[src/rtl/flag_buf_arbiter.sv]
// Round-robin N-to-1 arbiter feeding a single-word flag buffer (EMPTY/FULL FSM).
// Define FLAG_BUF_ARB_TIMEOUT_EN to discard a buffered word after T unserviced FULL cycles.
module flag_buf_arbiter #(
  parameter int W = 8,
  parameter int N = 4,
  parameter int T = 16,
  localparam int S = $clog2(N)
) (
  input  logic           clk,
  input  logic           reset,
  input  logic [N-1:0]   req,
  input  logic [N*W-1:0] din,
  output logic [N-1:0]   ack,
  input  logic           clr_flag,
  output logic           flag,
  output logic [W-1:0]   dout,
  output logic [S-1:0]   src_id,
  output logic           drop
);

  typedef enum logic {EMPTY = 1'b0, FULL = 1'b1} state_t;

  state_t         state_reg, state_next;
  logic [S-1:0]   ptr_reg, ptr_next;
  logic [W-1:0]   dout_reg, dout_next;
  logic [S-1:0]   src_reg, src_next;
  logic [N-1:0]   ack_reg, ack_next;
  logic           drop_reg, drop_next;
  logic [S-1:0]   cand_idx [N];
  logic [S-1:0]   win_idx;

`ifdef FLAG_BUF_ARB_TIMEOUT_EN
  logic [7:0]     cnt_reg, cnt_next;
`endif

  // cand_idx[k] is the requester examined k-th, starting at the pointer and wrapping at N.
  genvar gi;
  generate
    for (gi = 0; gi < N; gi++) begin : g_cand
      logic [S:0] sum;
      assign sum           = {1'b0, ptr_reg} + (S+1)'(gi);
      assign cand_idx[gi]  = (sum >= (S+1)'(N)) ? S'(sum - (S+1)'(N)) : S'(sum);
    end
  endgenerate

  // Scan from the far end so the candidate closest to the pointer wins.
  always_comb begin
    win_idx = '0;
    for (int k = N - 1; k >= 0; k--) begin
      if (req[cand_idx[k]]) win_idx = cand_idx[k];
    end
  end

  always_comb begin
    state_next = state_reg;
    ptr_next   = ptr_reg;
    dout_next  = dout_reg;
    src_next   = src_reg;
    ack_next   = '0;
    drop_next  = 1'b0;
`ifdef FLAG_BUF_ARB_TIMEOUT_EN
    cnt_next   = cnt_reg;
`endif
    case (state_reg)
      EMPTY: begin
        if (|req) begin
          state_next        = FULL;
          dout_next         = din[int'(win_idx)*W +: W];
          src_next          = win_idx;
          ack_next[win_idx] = 1'b1;
          ptr_next          = (win_idx == S'(N - 1)) ? '0 : win_idx + S'(1);
`ifdef FLAG_BUF_ARB_TIMEOUT_EN
          cnt_next          = '0;
`endif
        end
      end
      FULL: begin
        // A consumer clear always beats the timeout on the same edge.
        if (clr_flag) begin
          state_next = EMPTY;
`ifdef FLAG_BUF_ARB_TIMEOUT_EN
        end else if (cnt_reg == 8'(T - 1)) begin
          state_next = EMPTY;
          drop_next  = 1'b1;
        end else begin
          cnt_next   = cnt_reg + 8'd1;
`endif
        end
      end
      default: state_next = EMPTY;
    endcase
  end

  always_ff @(posedge clk) begin
    if (reset) begin
      state_reg <= EMPTY;
      ptr_reg   <= '0;
      dout_reg  <= '0;
      src_reg   <= '0;
      ack_reg   <= '0;
      drop_reg  <= 1'b0;
`ifdef FLAG_BUF_ARB_TIMEOUT_EN
      cnt_reg   <= '0;
`endif
    end else begin
      state_reg <= state_next;
      ptr_reg   <= ptr_next;
      dout_reg  <= dout_next;
      src_reg   <= src_next;
      ack_reg   <= ack_next;
      drop_reg  <= drop_next;
`ifdef FLAG_BUF_ARB_TIMEOUT_EN
      cnt_reg   <= cnt_next;
`endif
    end
  end

  assign flag   = (state_reg == FULL);
  assign dout   = dout_reg;
  assign src_id = src_reg;
  assign ack    = ack_reg;
  assign drop   = drop_reg;

endmodule

[config.mk]
export PLATFORM = sky130hd
export DESIGN_NAME = flag_buf_arbiter
export DESIGN_NICKNAME = d
export VERILOG_FILES = /design/src/rtl/flag_buf_arbiter.sv
export SDC_FILE = /design/constraint.sdc
export NUM_CORES = 1
export LEC_CHECK = 0
export ABC_AREA = 1
export BUFFER_PORTS_ARGS = -buffer_cell sky130_fd_sc_hd__buf_2
export CAP_MARGIN = 20
export CORE_ASPECT_RATIO = 0.9
export CORE_UTILIZATION = 46
export CTS_CLUSTER_SIZE = 25
export DETAILED_ROUTE_END_ITERATION = 8
export PLACE_DENSITY = 0.77
export SYNTH_ARGS = -nofsm -noshare
export SYNTH_HDL_FRONTEND = slang
export SYNTH_SLANG_ARGS = --single-unit
[constraint.sdc]
create_clock -name clk -period 2 [get_ports clk]
set_input_delay 0.1 -clock clk [delete_from_list [all_inputs] [get_ports clk]]
set_output_delay 0.1 -clock clk [all_outputs]
set_load 0.005 [all_outputs]
# Word level (Yosys, flattened, before mapping)
# Cells that the tools add are included.
dict set report word_totals {
  input_bits 39
  regBits 17
  out_inout_bits 16
  wordCells 53
}
dict set report op_classes {
  n_eq_ne 1
  n_lt_le_gt_ge 10
  reduce_logical 4
  shift 1
  add_sub_neg 8
  mux 22
  n_bitwise 2
}
# cell n
set op_table {}
lappend op_table {{32-bit by 6-bit variable part select with 8-bit output} 1}
lappend op_table {{2-bit two-way mux} 9}
lappend op_table {{2-bit by 3-bit less-than comparator with 1-bit output (second input constant)} 5}
lappend op_table {{3-bit greater-or-equal comparator (second input constant)} 3}
lappend op_table {{1-bit binary-select mux with 2-bit select} 4}
lappend op_table {{2-bit by 1-bit subtractor with 2-bit output (second input constant)} 4}
lappend op_table {{1-bit two-way mux} 7}
lappend op_table {{2-bit by 2-bit adder with 3-bit output (second input constant)} 2}
lappend op_table {{4-bit OR reduction} 1}
lappend op_table {{2-bit by 1-bit adder with 3-bit output (second input constant)} 1}
lappend op_table {{2-bit by 3-bit greater-or-equal comparator with 1-bit output (second input constant)} 1}
lappend op_table {{3-bit OR reduction} 1}
lappend op_table {{2-bit by 1-bit adder with 2-bit output (second input constant)} 1}
lappend op_table {{1-bit demux with 2-bit select} 1}
lappend op_table {{2-bit equality test (second input constant)} 1}
lappend op_table {{2-bit by 1-bit greater-or-equal comparator with 1-bit output (second input constant)} 1}
lappend op_table {{1-bit NOT} 2}
lappend op_table {{1-bit case mux with 2 select lines} 1}
lappend op_table {{2-bit AND reduction} 1}
lappend op_table {{1-bit logical AND} 1}

# Depth between registers and ports, before layout
# Gate-level depths: netlist of the first run.
dict set report logic_depth {
  depth_word 13
  ltp_mapped 15
  ltp_nobuf 13
}

# Least setup slack after synthesis of the first run
# OpenSTA, ideal clock, no wires.
dict set report synth_timing {
  path_kind {reg2reg}
  from {register ptr_reg[0]}
  to {register ptr_reg[1]}
  path_buffers 1
  path_stages_with_launch 14
  arrival_time_ps 1571
  t_required_ps 1878
  setup_time_ps 122
  synth_period_minus_slack_ps 1693
  setup_slack_ps 307
  path_cell_list {dfxtp_1 -> buf_6 -> inv_4 -> nand2_1 -> nand2_2 -> o21ai_2 -> inv_2 -> nand2_2 -> nand2_4 -> nand2_4 -> inv_2 -> ha_1 -> o21ai_0 -> a21oi_1}
}
dict set report synth_via {
  elab_chain_cells 11
  elab_cells_between_ends 30
  classes_between {add/sub: 8; order compare: 4; eq/ne: 1; mux: 17}
}
# element line_no
set synth_lines {}
lappend synth_lines {{start, declared} 24} ;# logic [S-1:0] ptr_reg, ptr_next;
lappend synth_lines {{start signal, assigned} 107} ;# ptr_reg <= ptr_next;
lappend synth_lines {{2-bit by 2-bit adder with 3-bit output} 41} ;# assign sum = {1'b0, ptr_reg} + (S+1)'(gi);
lappend synth_lines {{3-bit greater-or-equal comparator or 2-bit by 1-bit subtractor with 2-bit output (tied branches)} 42} ;# assign cand_idx[gi] = (sum >= (S+1)'(N)) ? S'(sum - (S+1)'(N)) : S'(sum);
lappend synth_lines {{2-bit two-way mux} 42}
lappend synth_lines {{1-bit binary-select mux with 2-bit select} 50} ;# if (req[cand_idx[k]]) win_idx = cand_idx[k];
lappend synth_lines {{1-bit two-way mux (implied by the code)} 50}
lappend synth_lines {{2-bit two-way mux (3 in a row)} 50}
lappend synth_lines {{2-bit two-way mux *} 50}
lappend synth_lines {{2-bit by 1-bit adder with 2-bit output or 2-bit equality test (tied branches)} 71} ;# ptr_next = (win_idx == S'(N - 1)) ? '0 : win_idx + S'(1);
lappend synth_lines {{2-bit two-way mux *} 71}
# Mark *: on every way between the ends. The rest lies on a longest branch, timed or not. The select of a mux whose other input is x is not followed.
# A chain may end at the register's enable or synchronous reset.

# Worst setup path after layout of the first run
# Same ends and word-level chain as after synthesis.

==> metrics, run 1 <==
dpl cell area=1516 µm²; CP delay by family, top=simple AND/OR/NAND/NOR gates; hold path depth=3; Req. time, crit path=2190 ps; initial core utilization=48.78%; Synth warnings=0; vias per cell=4.734; Max Cap Viol=0; H-Tree Depth=1; period utilisation layout=89.55%; global-route wire length before repair=4629 µm; Rows=17; Critical Path Stages=13; ANT nets after route=0; Seq/Total Area, Yosys=28.27%; Worst Path Class, Setup=flip-flop to flip-flop; worst skew pair latency=290 ps; Total Power=2.141 mW; Syn Area/Cell=6.577 µm²; layout cells sized above 1=34.57%; die height=50.53 µm; IO buf count=53; Worst setup SP type=flip-flop; TNS Setup=0 ps; worst reg2reg path startpoint=ptr_reg[0]$_SDFFE_PP0P_; crit path launch=ptr_reg[0]$_SDFFE_PP0P_; leakage power=0.8946 nW; flop2flop setup slack=210 ps; Placer Congestion=0.7805; nets@finish=287; initial antenna violation count=0; Synth Net Count=226; outcome=finished clean; cell area after layout=1567 µm²; Max Freq=558.4 MHz; WL per Instance=10.04 µm; global route total overflow=0; reg2reg end=ptr_reg[1]$_SDFFE_PP0P_; Slew Limit Fails=0; vias in the first global route=1091; worst hold slack=24.78 ps; WHS Endpoint=dout[3]$_SDFFE_PP0P_; IO Count=55; Num CTS Buffers=3; clock skew=6.991 ps; IR drop worst, VDD=0.8259 mV; Antenna Diode Count=0; P&R area growth vs syn=30.15%; Die W=55.92 µm; worst r2r path cells=13; PD cells=1366 nW/µm²; #FFs+latches synth=17; Worst Hold Class=input port to flip-flop; Final Hold Viols=0; Syn Inst Count=183; Worst-path clk slew=100 ps; vias=1283; slowest stage delay, CP=350 ps; Buf/Inv on CP=3; pin count of the biggest net entering global routing=14; max reg flops=8; CP max stage cell=dfxtp_2; Pre-antenna DRT Iters=4; RSZ-0062 raised after global routing=false; cell area after synthesis=1204 µm²; Final Setup Violations=0; Netlist cell types=29; routed wire length=2720 µm; min Tclk post-route=1791 ps; DRT iter0 DRCs=37; DRC violations left=0; Die ar.=2826 µm²; Critical Path AT=1980 ps; GRT Util Overall=20.58%; Max FO, Critical Path=11; Critical Path Sink Type=flip-flop; TritonCTS clock tree=yes; HPWL after DPL=2122 µm; worst path cell trace=buf_12, inv_4, nand2_2, nand3_1, nand2_1, nand3_2, nand2_2, nand2_4, nand2_4, inv_2, ha_1, o21ai_1, a21oi_1; Core Region=2467 µm²; CTS Root Buffer Type=clkbuf_4; Max clock buf depth=2; # clock sinks=17; Hold Startpoint=din[3]
power breakdown:
group | total [mW] | internal (mW) | switching, mW
clock | 0.185 | 0.0745 | 0.111
combinational | 1.43 | 0.572 | 0.860
sequential | 0.524 | 0.462 | 0.0618
worst max-delay path by stage:
stage,end,slack (ps)
final,ptr_reg[1]$_SDFFE_PP0P_,210
after global routing,ptr_reg[1]$_SDFFE_PP0P_,2
after CTS,ptr_reg[1]$_SDFFE_PP0P_,130
after detailed placement,ptr_reg[1]$_SDFFE_PP0P_,140
after global placement,ptr_reg[1]$_SDFFE_PP0P_,210
after floorplan,ptr_reg[1]$_SDFFE_PP0P_,310
layer usage:
layer / wire (µm) / GRT usage, %
met1: 1303 / 26.26
met2: 1217 / 35.74
met3: 171 / 4.381
met4: 27 / 4.878
met5: 0 / 0
area by class of cell:
| type | instances | area [µm²] |
|---|---|---|
| Inverter | 29 | 111.4 |
| Multi-Input combinational cell | 132 | 706.9 |
| Sequential cell | 17 | 342.8 |
| Clock buffer | 3 | 22.52 |
| Fill cell | 243 | 900.9 |
| Clock inverter | 1 | 5.005 |
| Timing Repair Buffer | 61 | 342.8 |
| Tap cell | 28 | 35.03 |
repair_timing:
item / CTS / global route
setup buffers: 0 / 0
hold buffers: 2 / 0
gates resized for setup: 0 / 3
hold endpoints to repair: 2 / 0
endpoints found under the setup margin: 0 / 1
through the flow:
stage	utilization, %	cells	setup WS [ps]
2_1_floorplan	-	183	306.6
4_1_cts	63.39	271	134.0
5_1_grt	63.49	271	2.337
6_report	63.49	271	209.0
3_3_place_gp	61.46	265	205.9
3_5_place_dp	61.46	265	141.5
synth_stat cells, drive strengths merged:
cell,n,area (µm²)
nand3,18,107.6
nand3b,5,37.54
conb,1,3.750
nand2,59,244.0
a21oi,5,25.02
or2,5,31.28
nand4,1,6.260
dfxtp,17,340.3
ha,4,50.05
clkinv,1,3.750
xnor2,1,16.27
o211ai,5,37.54
clkbuf,1,3.750
buf,4,41.29
o21ai,11,58.81
inv,28,107.6
nor2,17,88.84
kinds of logic (layout without fill, tap and decap cells):
logic type      Yosys count  in the layout  synth area share (%)
fa+ha+maj                 4              4                 4.158
other cells               1              1                0.3116
flops                    17             17                 28.27
simple gates            105            105                 42.83
buf+inv                  34             94                 12.99
compound gates           21             21                 10.08
xor+xnor                  1              1                 1.352
cells in the final DEF, fill, tap and decap left out, types with 3 or more instances in the layout:
cell type	instances
nand3_1	16
dfxtp_1	15
nor2_1	13
buf_4	5
nand3b_1	5
inv_1	23
nand2_1	54
nand2_2	3
o21ai_0	7
buf_2	53
ha_1	4
o211ai_1	5
inv_2	4
or2_0	4
o21ai_1	3
nor2_4	3
a21oi_1	5
clkbuf_4	3
tightest hold or removal path: cells and delay by family:
| kind | cells | cell delay [ps] |
|---|---|---|
| buf+inv | 1 | 70 |
| simple gates | 1 | 70 |
| compound gates | 1 | 50 |
(Power assumes the default switching activity.)
==> run 2, diff against run 1 <==
- GPL_ROUTABILITY_DRIVEN: unset -> 0
- REMOVE_ABC_BUFFERS: unset -> 1
==> run 2 against run 1 <==
Compared with the run above: combinational power is 8% higher; cell count is 0.37% higher; critical path type unchanged; count of clock-buffer cells in the layout is 1 higher; critical endpoint is now dout[1]$_SDFFE_PP0P_.
==> metrics, run 2 (synthesized netlist as in run 1, its figures left out) <==
outcome=finished clean; most frequent cells in the layout=53 x nand2_1, 53 x buf_2, 23 x inv_1; WL per Instance=10.21 µm (+1.7%); die height=50.53 µm (unchanged); Pre-antenna DRT Iters=4 (unchanged); global route total overflow=0 (unchanged); DRC violations left=0 (unchanged); IR drop worst, VDD=0.8092 mV (-2.0%); CP delay by family, top=simple AND/OR/NAND/NOR gates; Final Hold Viols=0 (unchanged); vias per cell=4.820 (+1.8%); sw frac=48.16% (-0.073 points); TritonCTS clock tree=yes; WHS Endpoint=dout[0]$_SDFFE_PP0P_; Max clock buf depth=2 (unchanged); hold path depth=3 (unchanged); Worst-path clk slew=100 ps (about the same); PD cells=1421 nW/µm² (+4.0%); CP most frequent cell=nand2_2; H-Tree Depth=1 (unchanged); Worst Setup Slack, final=89.99 ps (-119.0 ps); worst path cell trace=clkbuf_4, xnor2_2, nand2_2, nand3_2, nand2_2, nand2_4, nand2_8, buf_8, or2_2, o211ai_1, nand2_1; Buf/Inv on CP=2 (-1); Max FO, Critical Path=16 (+5); Power Internal=1.170 mW (+5.6%); worst skew pair latency=290 ps (about the same); Fill cells=246 (+1.2%); # clock sinks=17 (unchanged); Critical Path Sink Type=flip-flop; vias in the first global route=1123 (+2.9%); GRT Util Overall=20.57% (about the same); CP max stage cell=dfxtp_4; slowest stage delay, CP=380 ps (+30 ps); Core Region=2467 µm² (unchanged); Layout Cells excl Fill=272 (+0.37%); period utilisation layout=95.50% (+6.0 points); max reg flops=8 (unchanged); utilization after layout=64.35% (+0.86 points); worst reg2reg path startpoint=ptr_reg[0]$_SDFFE_PP0P_; DRT iter0 DRCs=39 (+5.4%); IO buf count=53 (unchanged); Worst Path Class, Setup=flip-flop to flip-flop; min Tclk post-route=1910 ps (+119.0 ps); worst hold slack=27.49 ps (+2.710 ps); leakage power=0.8985 nW (+0.44%); CTS Root Buffer Type=clkbuf_4; nets@finish=288 (+0.35%); Clk pwr share=8.3% (-0.3 points); reg2reg end=dout[1]$_SDFFE_PP0P_; Req. time, crit path=2200 ps (about the same); IO Count=55 (unchanged); Die W=55.92 µm (unchanged); Comb power frac=68.0% (+1.1 points); Cells after DPL=262 (-1.1%); ANT nets after route=0 (unchanged); dpl cell area=1481 µm² (-2.3%); Final Setup Violations=0 (unchanged); flop2flop setup slack=90 ps (-120 ps); vias=1311 (+2.2%); Worst setup SP type=flip-flop; P&R area growth vs syn=31.91%; Worst Hold Class=input port to flip-flop; Rows=17 (unchanged); Max Cap Viol=0 (unchanged); pre-CTS worst setup slack=-32.34 ps (-173.9 ps); initial antenna violation count=0 (unchanged); switching pwr=1.087 mW (+5.2%); sequential power share=23.7% (-0.8 points); worst r2r path cells=11 (-2); HPWL after DPL=2134 µm (+0.58%); layout cells sized above 1=35.25% (+0.68 points); TNS Setup=0 ps (unchanged); Total Power=2.256 mW (+5.4%); clock skew=5.374 ps (-1.618 ps); Die ar.=2826 µm² (unchanged); pin count of the biggest net entering global routing=17 (+3); initial core utilization=48.78% (unchanged); Max Freq=523.6 MHz (-6.2%); Critical Path AT=2110 ps (+130 ps); Num CTS Buffers=3 (unchanged); Antenna Diode Count=0 (unchanged); Slew Limit Fails=0 (unchanged); crit path launch=ptr_reg[0]$_SDFFE_PP0P_; cell area after layout=1588 µm² (+1.4%); Hold Startpoint=din[0]; global-route wire length before repair=4671 µm (+0.91%); routed wire length=2777 µm (+2.1%)
## run 2: area by class of cell
type	instances	area, µm²	area share, %
well taps	28	35.03	2.206
inverters	29	113.9	7.171
flip-flops and latches	17	345.3	21.75
clock buffers	4	26.28	1.655
repair buffers	62	345.3	21.75
multi-input cells	132	721.9	45.47
## run 2: worst max path at each step
stage                                   end  depth (start not counted)  slack, ps
floorplan           ptr_reg[1]$_SDFFE_PP0P_                         12         70
global placement       dout[1]$_SDFFE_PP0P_                         11         10
detailed placement  ptr_reg[1]$_SDFFE_PP0P_                         12        -30
CTS                 ptr_reg[1]$_SDFFE_PP0P_                         12        110
global route           dout[1]$_SDFFE_PP0P_                         11         -3
finish                 dout[1]$_SDFFE_PP0P_                         11         90
## run 2: worst reg2reg max path: stages, from the launching register on
cell and delay [ps]:
dfxtp_4 380, clkbuf_4 170, xnor2_2 160, nand2_2 100, nand3_2 120, nand2_2 70
nand2_4 130, nand2_8 90, buf_8 150, or2_2 270, o211ai_1 90, nand2_1 70
## run 2: power groups by stage
stage | Clock, mW | Combinational [mW] | Sequential [mW]
final | 0.186 | 1.54 | 0.535
after global routing | 0.206 | 1.74 | 0.549
after CTS | 0.188 | 1.35 | 0.541
after detailed placement | 0 | 1.34 | 0.547
after global placement | 0 | 1.31 | 0.544
after floorplan | 0 | 0.960 | 0.554
## run 2: timing repair
action	CTS	global route
setup buffers	0	4
endpoints found under the setup margin	2	5
pin swaps	0	3
gates resized for setup	1	9
hold endpoints to repair	1	1
hold buffers	1	1
## run 2: layer usage
metal	up-vias	part of all wire [%]	global-route usage [%]
met5	-	0	0
met4	0	0.83	4.472
met3	4	6.1	4.381
met2	47	45	34.74
met1	565	48	27.22
li1	695	-	-
==> run 3, diff against run 2 <==
- PLACE_DENSITY: 0.77 -> unset
- PLACE_DENSITY_LB_ADDON: unset -> 0.1
==> run 3 against run 2 <==
Compared with the run above: register-to-register slack improved by 50 ps; cell count is 0.74% lower; utilization is 1.0 points lower; wire length rose by 5.3%; maximum frequency rose by 2.8%; critical path type unchanged; highest routed layer unchanged.
==> metrics, run 3 (synthesized netlist as in run 1, its figures left out) <==
outcome=finished clean; DRC violations left=0 (unchanged); routed wire length=2924 µm (+5.3%); Slew Limit Fails=0 (unchanged); worst r2r path cells=12 (+1); worst path cell trace=buf_12, inv_4, nand2_2, nand3_1, nand2_1, nand3_2, nand3_4, nand2_4, inv_2, ha_1, o21ai_0, a21oi_1; Max FO, Critical Path=10 (-6); die height=50.53 µm (unchanged); slowest stage delay, CP=350 ps (-30 ps); Critical Path AT=2050 ps (-60 ps); layout cells sized above 1=33.88% (-1.4 points); worst hold slack=28.46 ps (+0.9677 ps); Layout Cells excl Fill=270 (-0.74%); CTS Root Buffer Type=clkbuf_4; worst skew pair latency=300 ps (about the same); WHS Endpoint=dout[0]$_SDFFE_PP0P_; Antenna Diode Count=0 (unchanged); Critical Path Stages=12 (+1); global-route wire length before repair=4926 µm (+5.5%); Max Freq=538.1 MHz (+2.8%); Core Region=2467 µm² (unchanged); H-Tree Depth=1 (unchanged); most frequent cells in the layout=54 x nand2_1, 53 x buf_2, 23 x inv_1; leakage power=0.8913 nW (-0.80%); vias in the first global route=1213 (+8.0%); vias=1322 (+0.84%); dpl cell area=1509 µm² (+1.9%); HPWL after DPL=2342 µm (+9.7%); cell area after layout=1563 µm² (-1.6%); Die ar.=2826 µm² (unchanged); Num CTS Buffers=3 (unchanged); ANT nets after route=0 (unchanged); Req. time, crit path=2190 ps (about the same); Worst Hold Class=input port to flip-flop; IO buf count=53 (unchanged); period utilisation layout=92.93% (-2.6 points); clock skew=9.371 ps (+3.997 ps); RSZ-0062 raised after global routing=false; Cells after DPL=264 (+0.76%); vias per cell=4.896 (+1.6%); TNS Setup=0 ps (unchanged); setup bufs post-CTS=0 (unchanged); Critical Path Sink Type=flip-flop; hold path depth=3 (unchanged); CP delay by family, top=simple AND/OR/NAND/NOR gates; WL per Instance=10.83 µm (+6.1%); DRT iter0 DRCs=38 (-2.6%); global route total overflow=0 (unchanged); reg2reg end=ptr_reg[1]$_SDFFE_PP0P_; Worst setup SP type=flip-flop; TritonCTS clock tree=yes; commonest non-fill, non-tap cell in the layout=nand2_1; Buf/Inv on CP=3 (+1); Rows=17 (unchanged); IO Count=55 (unchanged); GRT Util Overall=22.49% (+1.9 points); # clock sinks=17 (unchanged); Die W=55.92 µm (unchanged); Final Hold Viols=0 (unchanged); Hold Startpoint=din[0]; Max clock buf depth=2 (unchanged); PD cells=1397 nW/µm² (-1.7%); Final Setup Violations=0 (unchanged); min Tclk post-route=1859 ps (-51.46 ps); initial antenna violation count=0 (unchanged); flop2flop setup slack=140 ps (+50 ps); Worst-path clk slew=110 ps (about the same); IR drop worst, VDD=0.9109 mV (+13%); P&R area growth vs syn=29.83%; pin count of the biggest net entering global routing=13 (-4); nets@finish=286 (-0.69%); initial core utilization=48.78% (unchanged); Worst Path Class, Setup=flip-flop to flip-flop; Pre-antenna DRT Iters=4 (unchanged); worst reg2reg path startpoint=ptr_reg[0]$_SDFFE_PP0P_; Total Power=2.182 mW (-3.3%); CP max stage cell=dfxtp_2; Max Cap Viol=0 (unchanged); max reg flops=8 (unchanged)
[run 3: report_power, final]
group | switching (mW) | internal (mW)
logic | 0.884 | 0.586
registers | 0.0616 | 0.460
clock network | 0.118 | 0.0745
total | 1.06 | 1.12
[run 3: how the worst max path moves through the flow]
stage,end,startpoint
2_1_floorplan,ptr_reg[1]$_SDFFE_PP0P_,ptr_reg[0]$_SDFFE_PP0P_
6_report,ptr_reg[1]$_SDFFE_PP0P_,ptr_reg[0]$_SDFFE_PP0P_
3_5_place_dp,ptr_reg[1]$_SDFFE_PP0P_,ptr_reg[0]$_SDFFE_PP0P_
5_1_grt,ptr_reg[1]$_SDFFE_PP0P_,ptr_reg[0]$_SDFFE_PP0P_
4_1_cts,ptr_reg[1]$_SDFFE_PP0P_,ptr_reg[0]$_SDFFE_PP0P_
3_3_place_gp,ptr_reg[1]$_SDFFE_PP0P_,ptr_reg[0]$_SDFFE_PP0P_
[run 3: timing repair]
item / 4_1_cts / 5_1_grt
resized for setup: 0 / 2
hold endpoints to repair: 2 / 0
endpoints found under the setup margin: 0 / 3
hold buffers: 2 / 0
[run 3: stage by stage]
step / util, % / worst slack (ps)
floorplan: - / 70.11
global placement: 61.16 / 244.0
detailed placement: 61.16 / 163.9
CTS: 63.08 / 133.2
global route: 63.34 / 0.5596
finish: 63.34 / 141.4
[run 3: final cells by class]
| type | instances | area, µm² |
|---|---|---|
| Fill cell | 236 | 904.6 |
| Multi-Input combinational cell | 132 | 711.9 |
| Sequential cell | 17 | 341.6 |
| Timing Repair Buffer | 60 | 335.3 |
| Inverter | 29 | 111.4 |
| Tap cell | 28 | 35.03 |
| Clock buffer | 3 | 22.52 |
| Clock inverter | 1 | 5.005 |
[run 3: per-layer routing]
layer | up-vias | GRT usage, % | part of all wire [%]
met5 | - | 0 | 0
met4 | 0 | 8.537 | 1.1
met3 | 4 | 5.670 | 5.7
met2 | 45 | 41.57 | 50
met1 | 586 | 24.96 | 43
li1 | 687 | - | -
[run 3: worst register-to-register path: cells and delay by family (launching register included)]
kind	cells	cell delay [ps]
AO/OA/AOI/OAI	2	230
adder cells (fa/ha/maj)	1	290
buffers and inverters	3	310
AND/OR/NAND/NOR	6	580
flip-flops	1	350
